## config.mk

```make
export PLATFORM = sky130hd
export DESIGN_NAME = bcharger_supervisor
export DESIGN_NICKNAME = d
export VERILOG_FILES = /design/src/rtl/bcharger_supervisor.sv
export SDC_FILE = /design/constraint.sdc
export NUM_CORES = 1
export LEC_CHECK = 0
export ABC_AREA = 1
export CORE_MARGIN = 2
export CORE_UTILIZATION = 30
export DETAILED_ROUTE_END_ITERATION = 7
export MAX_ROUTING_LAYER = met4
export SYNTH_ARGS = -nofsm -noshare
export SYNTH_HDL_FRONTEND = slang
export SYNTH_SLANG_ARGS = --single-unit
```

## constraint.sdc

```tcl
create_clock -name clk -period 3.14 [get_ports clk]
set_input_delay 0.785 -clock clk [delete_from_list [all_inputs] [get_ports clk]]
set_output_delay 0.785 -clock clk [all_outputs]
set_load 0.02 [all_outputs]
```

## src/rtl/bcharger_supervisor.sv

```systemverilog
// bcharger_supervisor: input conditioning, phase watchdog and fault latch for bcharger.
// Raw comparator flags are synchronised and debounced before reaching bcharger; every
// charge phase is timed against its own limit, and chg_en is dropped on any fault.
// Optional macro BCHG_SUP_TEMP_EN adds a debounced temp_ok input with an over-temp fault.
module bcharger_supervisor #(
    parameter int DEB_CYCLES = 4,
    parameter int TMO_W      = 16,
    parameter int TRKL_TMO   = 1000,
    parameter int FAST_TMO   = 10000,
    parameter int CV_TMO     = 5000
) (
    input  logic       clk,
    input  logic       reset,
    input  logic       en,
    input  logic       clr_fault,
    input  logic       vtrkl_raw,
    input  logic       vterm_raw,
    input  logic       iterm_raw,
    input  logic       vrchrg_raw,
`ifdef BCHG_SUP_TEMP_EN
    input  logic       temp_ok,
`endif
    input  logic       trkl,
    input  logic       fast,
    input  logic       vconst,
    input  logic       done,
    output logic       vtrkl,
    output logic       vterm,
    output logic       iterm,
    output logic       vrchrg,
    output logic       chg_en,
    output logic       fault,
    output logic [2:0] fault_code
);

`ifdef BCHG_SUP_TEMP_EN
    localparam int NF = 5;
`else
    localparam int NF = 4;
`endif

    // Limits must fit in the phase timer or a timeout could never fire.
    if (TRKL_TMO > (2**TMO_W) - 1 || FAST_TMO > (2**TMO_W) - 1 || CV_TMO > (2**TMO_W) - 1) begin : g_lim_err
        $error("bcharger_supervisor: timeout limit wider than TMO_W");
    end

    typedef enum logic [1:0] {IDLE, RUN, FAULT} state_t;

    logic [NF-1:0]      raw;
    logic [NF-1:0]      s1_q, s1_d, s2_q, s2_d, flt_q, flt_d;
    logic [NF-1:0][7:0] cnt_q, cnt_d;
    logic               temp_good;

    state_t             state_q, state_d;
    logic [TMO_W-1:0]   timer_q, timer_d;
    logic [2:0]         phase_q, phase_d;
    logic [2:0]         code_q, code_d;
    logic               ill_q, ill_d;

    logic [2:0]         phase_now;
    logic               multi, active, tmo;
    logic [TMO_W-1:0]   lim;
    logic [2:0]         tmo_code;

`ifdef BCHG_SUP_TEMP_EN
    assign raw       = {temp_ok, vrchrg_raw, iterm_raw, vterm_raw, vtrkl_raw};
    assign temp_good = flt_q[4];
`else
    assign raw       = {vrchrg_raw, iterm_raw, vterm_raw, vtrkl_raw};
    assign temp_good = 1'b1;
`endif

    // Two-flop synchroniser, then a run-length counter: a flag flips only after the
    // synced value has disagreed with it for DEB_CYCLES consecutive cycles.
    always_comb begin
        s1_d  = raw;
        s2_d  = s1_q;
        flt_d = flt_q;
        cnt_d = cnt_q;
        for (int i = 0; i < NF; i++) begin
            if (s2_q[i] == flt_q[i]) begin
                cnt_d[i] = '0;
            end else if (cnt_q[i] == 8'(DEB_CYCLES - 1)) begin
                flt_d[i] = s2_q[i];
                cnt_d[i] = '0;
            end else begin
                cnt_d[i] = cnt_q[i] + 8'd1;
            end
        end
    end

    // Phase decode: the limit applies to the registered phase, and only when exactly
    // one phase flag is set and bcharger is not reporting done.
    always_comb begin
        phase_now = {trkl, fast, vconst};
        multi     = $countones({trkl, fast, vconst, done}) > 1;
        active    = $onehot(phase_q) && !done;
        lim       = phase_q[2] ? TMO_W'(TRKL_TMO) : phase_q[1] ? TMO_W'(FAST_TMO) : TMO_W'(CV_TMO);
        tmo_code  = phase_q[2] ? 3'd1 : phase_q[1] ? 3'd2 : 3'd3;
        tmo       = active && (timer_q == lim);
    end

    // Supervisor FSM and phase timer; fault priority is illegal > over-temp > timeout,
    // and any fault beats en=0 in the same cycle.
    always_comb begin
        state_d = state_q;
        timer_d = '0;
        code_d  = code_q;
        phase_d = phase_now;
        ill_d   = 1'b0;
        case (state_q)
            IDLE: begin
                if (en && temp_good) state_d = RUN;
            end
            RUN: begin
                ill_d = multi;
                if (multi && ill_q) begin
                    state_d = FAULT;
                    code_d  = 3'd5;
                end else if (!temp_good) begin
                    state_d = FAULT;
                    code_d  = 3'd4;
                end else if (tmo) begin
                    state_d = FAULT;
                    code_d  = tmo_code;
                end else if (!en) begin
                    state_d = IDLE;
                end else if (phase_now == phase_q && active) begin
                    timer_d = (timer_q == '1) ? timer_q : timer_q + TMO_W'(1);
                end
            end
            FAULT: begin
                if (clr_fault) begin
                    state_d = IDLE;
                    code_d  = 3'd0;
                end
            end
            default: state_d = IDLE;
        endcase
    end

    // State registers, all cleared asynchronously.
    always_ff @(posedge clk or negedge reset) begin
        if (!reset) begin
            s1_q    <= '0;
            s2_q    <= '0;
            flt_q   <= '0;
            cnt_q   <= '0;
            state_q <= IDLE;
            timer_q <= '0;
            phase_q <= '0;
            code_q  <= '0;
            ill_q   <= 1'b0;
        end else begin
            s1_q    <= s1_d;
            s2_q    <= s2_d;
            flt_q   <= flt_d;
            cnt_q   <= cnt_d;
            state_q <= state_d;
            timer_q <= timer_d;
            phase_q <= phase_d;
            code_q  <= code_d;
            ill_q   <= ill_d;
        end
    end

    assign {vrchrg, iterm, vterm, vtrkl} = flt_q[3:0];
    assign chg_en     = (state_q == RUN);
    assign fault      = (state_q == FAULT);
    assign fault_code = code_q;

endmodule

```

==> out/results.tsv, run 1 <==
stage	metric	value	unit
outcome	status	completed	
place	dpl.hpwl	5740	um
sta	clock_skew	0.00783	ns
worst_setup_path	crit_type	in2reg	
power	design_power_total	2.70	mW
cells_and_area	finish.utilization	36.6	%
routing	drcViolationCount	0	
global_routing	grt_max_degree	39	
clocking	cts_hold_buf	0	
synth	syn-num-nets	473	
power	ir_drop	0.185	mV
cells_and_area	syn_to_final_growth	18.4	%
routing	wl	7680	um
synth	netlist.area_leader.share	46.1	%
routing	wire_per_inst	11.8	um
routing	vias_per_cell	4.50	
global_routing	top_usage_layer	met2	
floorplanning	io_pins	21	
cells_and_area	finalNonFillerCells	652	
sta	setup_tns	0	ns
routing	dr.pass1.iters	4	
synth	synthFlopType	dfrtp_1	
synth	syn_area	0.00374	mm2
global_routing	grt-ovfl-total	0	
clocking	clock_path_buffers	2	
clocking	cts_resized	0	
cells_and_area	final_area	0.00443	mm2
run	drv_cap	0	
sta	timing.final.max_slew_violations	0	
global_routing	gr-usage-met2	20.4	%
global_routing	antenna_found_initial	0	
worst_setup_path	cp.required	3.38	ns
floorplanning	die_w	116	um
worst_setup_path	cpMaxStageDelayCell	clkdlybuf4s50_1	
synth	synth_cell_types	36	
place	place_inst	636	
power	pwr_density_cell	608	mW/mm2
worst_setup_path	end_kind	flop	
synth	synthCells	450	
synth	synth_warnings	0	
sta	worst_slew_pin_slew	0.779	ns
worst_setup_path	reg2reg_slack	0.81	ns
sta	rsz0062_at_grt	no	
worst_setup_path	arrival	2.79	ns
sta	slew_headroom	48.1	%
worst_setup_path	setup.worst_path.start_class	input port	
synth	synth_edf_count	0	
floorplanning	die_h	116	um
floorplanning	dieArea	0.0134	mm2
place	portBuffers	20	
synth	avgSynthCellArea	8.32	um2
synth	ys_seq_elements	69	
global_routing	track_usage	13.1	%
floorplanning	start_util	30.9	%
min_path	min_path_type	reg2reg	
routing	first_iter_violations	167	
place	placed_area	0.00415	mm2
cells_and_area	drive_gt1_share	9.92	%
synth	yosysTopAreaCell	dfrtp_1	
routing	vias	2932	
global_routing	grt_pass1_wl	13500	um
global_routing	met3_usage	2.88	%
routing	drtAntennaViolNets	0	
clocking	cts_root_buf	clkbuf_16	
clocking	cts_tree	done	
place	place_ws	0.284	ns
sta	hold_ws	0.349	ns
cells_and_area	num_antenna_cells	0	
clocking	clock_sinks	69	
clocking	insertion_delay	0.33	ns
cells_and_area	fin_nets	502	
synth	synthTopCellsByArea	dfrtp_1 46%, nor2_1 6.9%, nand2_1 6.8%	
synth	yosysSeqAreaShare	46.1	%
synth	async_flop_share	100	%
clocking	path_clk_slew	0.05	ns
floorplanning	core_area	0.0121	mm2
sta	min_period	2.55	ns
clocking	cts_setup_buffers	0	
sta	fmax	0.392	GHz
worst_setup_path	cpPeakStageDelay	0.54	ns
worst_setup_path	crit_chain	clkdlybuf4s50_1 > fa_1 > a21oi_1 > nor2_1 > inv_1 > nand4_2 > nor3b_2	
clocking	cts_max_level	3	
sta	worst_slack	0.587	ns
power	p_leak	2.05	nW
clocking	cts_buffers	9	
floorplanning	rows	40	
global_routing	use_met1	16.6	%
global_routing	grt_pass1_vias	2991	
sta	hold_viol	0	
place	place_congestion	0.919	
sta	period_share	81.3	%
sta	setup_violations	0	
worst_setup_path	crit_path_max_fanout	8	
==> worst max-delay path: cells and delay by family <==
family | cells | cell delay, ns
AOI/OAI and AO/OA | 1 | 0.20
adders and majority gates | 1 | 0.44
buffers and inverters | 2 | 0.74
and+or+nand+nor | 3 | 0.64
==> final timing paths <==
path / start / end / depth (start not counted)
setup / recovery: fast / timer_q[12] / 7
hold / removal: s1_q[3] / s2_q[3] / 0
setup reg to reg: phase_q[2] / timer_q[12] / 7
hold reg to reg: s1_q[3] / s2_q[3] / 0
max in group asynchronous: reset / timer_q[12] / 2
min in group asynchronous: reset / state_q[0] / 1
==> cell families (layout without fill, tap and decap cells) <==
family	Yosys count	in the layout	synth area share, %
AOI/OAI and AO/OA	33	33	4.78
muxes	1	1	0.301
and+or+nand+nor	231	231	30.3
adders and majority gates	11	11	4.08
buffers and inverters	78	112	8.12
xor gates and xnor gates	27	27	6.31
DFF	69	69	46.1
==> flip-flops by register name, summed over array words and instances (netlist names) <==
name,count
cnt_q,32
timer_q,16
flt_q,4
s1_q,4
s2_q,4
fault_code,3
phase_q,3
state_q,2
ill_q,1
==> metal layers <==
layer	vias up	share of wire (%)
met4	0	1.7
met1	1391	49
met2	36	47
li1	1495	-
met3	10	2.5
met5	-	0
==> power breakdown <==
group	switching [mW]	internal [mW]	total [mW]
logic	0.379	0.263	0.641
registers	0.100	1.01	1.11
clock network	0.366	0.577	0.943
total	0.846	1.85	2.70
==> cell usage in the layout (no fill, tap or decap), drive strengths merged <==
| cell | synthesis | layout |
|---|---|---|
| nand3 | 37 | 37 |
| a21oi | 14 | 14 |
| xnor2 | 9 | 9 |
| ha | 9 | 9 |
| nor3b | 2 | 2 |
| nor3 | 18 | 18 |
| and3 | 1 | 1 |
| fa | 2 | 2 |
| inv | 75 | 75 |
| nand4 | 17 | 17 |
| clkinvlp | 0 | 2 |
| clkdlybuf4s50 | 0 | 19 |
| clkinv | 0 | 1 |
| nand3b | 1 | 1 |
| o21ai | 15 | 15 |
| nand2 | 72 | 72 |
| or2 | 2 | 2 |
| nor2 | 76 | 76 |
| dfrtp | 69 | 69 |
| buf | 3 | 2 |
| xor2 | 18 | 18 |
| o211ai | 4 | 4 |
| nor4 | 5 | 5 |
| mux2 | 1 | 1 |
| clkbuf | 0 | 13 |
==> area by class of cell <==
class | count | area (um2)
multi-input combinational | 303 | 1710
sequential | 69 | 1730
clock buffer | 13 | 260
inverter | 75 | 287
clock inverter | 3 | 20.0
fill | 1271 | 7680
tap | 168 | 210
timing repair buffer | 21 | 215
==> synth_stat cells, types with 3 or more instances <==
cell type and n:
nand3_1 32, inv_2 7, nor2_4 4, xor2_1 18, xnor2_1 9, o211ai_1 4, nand2_4 3, ha_1 9
nor3_1 17, nand3_2 4, inv_1 66, dfrtp_1 69, nand4_1 16, o21ai_0 9, nand2_1 68, nor2_1 69
a21oi_1 13, nor4_1 5, o21ai_1 6
Power figures use the tool's default switching activity.
==> run 2: changes to the inputs <==
- clock period: 3.14 -> 2.6 ns (I/O delays scaled with it)
==> out/results.tsv, run 2 (synthesized netlist as in run 1, its figures left out) <==
stage	metric	value	unit
routing	dr.pass1.iters	5	
clocking	path_clk_slew	0.06	ns
global_routing	antenna_found_initial	0	
sta	setup_violations	0	
sta	worst_slew_pin_slew	0.768	ns
worst_setup_path	rr_worst_depth	9	
floorplanning	rows	40	
floorplanning	io_pins	21	
cells_and_area	drive_gt1_share	11.4	%
worst_setup_path	crit_type	reg2out	
power	ir_drop	0.308	mV
sta	clock_skew	0.00786	ns
sta	min_period	2.42	ns
floorplanning	start_util	30.9	%
worst_setup_path	cpPeakStageDelay	0.66	ns
run	drv_cap	0	
min_path	min_path_type	reg2reg	
floorplanning	dieArea	0.0134	mm2
global_routing	grt_pass1_wl	13300	um
global_routing	grt_max_degree	39	
cells_and_area	final_area	0.00450	mm2
global_routing	track_usage	13.1	%
clocking	cts_buffers	9	
routing	drtAntennaViolNets	0	
routing	first_iter_violations	183	
cells_and_area	nFillCells	1240	
sta	slew_headroom	48.8	%
routing	wl	7650	um
place	place_ws	-0.0130	ns
clocking	cts_setup_buffers	0	
worst_setup_path	crit_path_max_fanout	6	
outcome	status	completed	
cells_and_area	fin_nets	508	
place	place_inst	642	
cells_and_area	finalNonFillerCells	658	
sta	timing.final.max_slew_violations	0	
place	place_congestion	0.884	
worst_setup_path	worstSetupStartpoint	state_q[1]	
place	dpl.hpwl	5730	um
routing	vias	3005	
routing	vias_per_cell	4.57	
cells_and_area	largest_register	cnt_q	
worst_setup_path	end_kind	output port	
clocking	clock_sinks	69	
worst_setup_path	worstReg2RegEnd	timer_q[2]	
place	placed_area	0.00420	mm2
sta	period_share	93.2	%
min_path	hold_path.startpoint	s1_q[3]	
routing	drcViolationCount	0	
global_routing	grt-ovfl-total	0	
clocking	insertion_delay	0.34	ns
cells_and_area	largest_reg_flops	32	
min_path	min_path_cells	0	
clocking	cts_hold_buf	0	
cells_and_area	largestRegisters	cnt_q x32, timer_q x16	
worst_setup_path	arrival	1.77	ns
place	portBuffers	20	
sta	hold_viol	0	
power	pwr_density_cell	756	mW/mm2
clocking	cts_max_level	3	
sta	worst_slack	0.178	ns
routing	wire_per_inst	11.6	um
worst_setup_path	crit_path_end	chg_en	
global_routing	grt_pass1_vias	2990	
sta	fmax	0.413	GHz
power	design_power_total	3.40	mW
worst_setup_path	r2r_start	phase_q[2]	
clocking	cts_tree	done	
worst_setup_path	setup.worst_path.start_class	flop	
floorplanning	die_w	116	um
worst_setup_path	reg2reg_slack	0.39	ns
sta	rsz0062_at_grt	no	
cells_and_area	final_cell_mix	69 x nor2_1, 69 x dfrtp_1, 68 x nand2_1	
clocking	clock_path_buffers	2	
power	p_leak	2.10	nW
worst_setup_path	cpMaxStageDelayCell	clkdlybuf4s50_1	
worst_setup_path	cp.required	1.95	ns
sta	hold_ws	0.348	ns
clocking	cts_resized	0	
worst_setup_path	crit_chain	inv_1 > ha_1 > clkdlybuf4s50_1	
cells_and_area	num_antenna_cells	0	
floorplanning	core_area	0.0121	mm2
floorplanning	die_h	116	um
cells_and_area	syn_to_final_growth	20.3	%
clocking	cts_root_buf	clkbuf_16	
[run 2: power by group]
part | total (mW) | internal (mW) | switching [mW]
combinational | 0.800 | 0.335 | 0.465
sequential | 1.34 | 1.22 | 0.119
clock | 1.27 | 0.755 | 0.511
[run 2: per-stage QoR]
step                      util, %  TNS (ns)
after detailed placement     34.7   -0.0329
final                        37.2         0
after global routing         37.2         0
after CTS                    37.2         0
after global placement       34.7         0
after floorplan                 -         0
[run 2: worst min-delay path by stage]
| stage | end | slack, ns |
|---|---|---|
| floorplan | s2_q[0] | 0.33 |
| global placement | s2_q[2] | 0.33 |
| detailed placement | s2_q[1] | 0.34 |
| CTS | s2_q[1] | 0.35 |
| global route | s2_q[1] | 0.35 |
| finish | s2_q[3] | 0.35 |
[run 2: layout make-up]
cell class | count | area, um2 | area share (%)
clock buffers | 9 | 225 | 5.00
inverters | 75 | 287 | 6.36
well taps | 168 | 210 | 4.67
multi-input cells | 303 | 1710 | 38.1
flip-flops and latches | 69 | 1730 | 38.3
clock inverters | 7 | 81.3 | 1.81
repair buffers | 27 | 260 | 5.78
[run 2: worst max-delay path, delay by kind of cell, from the launching register on]
kind                       cells  cell delay (ns)
buffers and inverters          2             0.74
DFF                            1             0.39
adders and majority gates      1             0.30
[run 2: per-layer routing]
layer | vias to the layer above | routed length (um) | global-route usage [%]
met5 | - | 0 | -
met1 | 1438 | 3540 | 15.4
met4 | 0 | 111 | 4.84
li1 | 1511 | - | -
met3 | 12 | 314 | 4.60
met2 | 44 | 3680 | 20.9
==> run 3: changes to the inputs <==
- CAP_MARGIN: unset -> 20
==> results of run 3 <==
No change in the layout: final DEF, timing and power equal those of run 2.
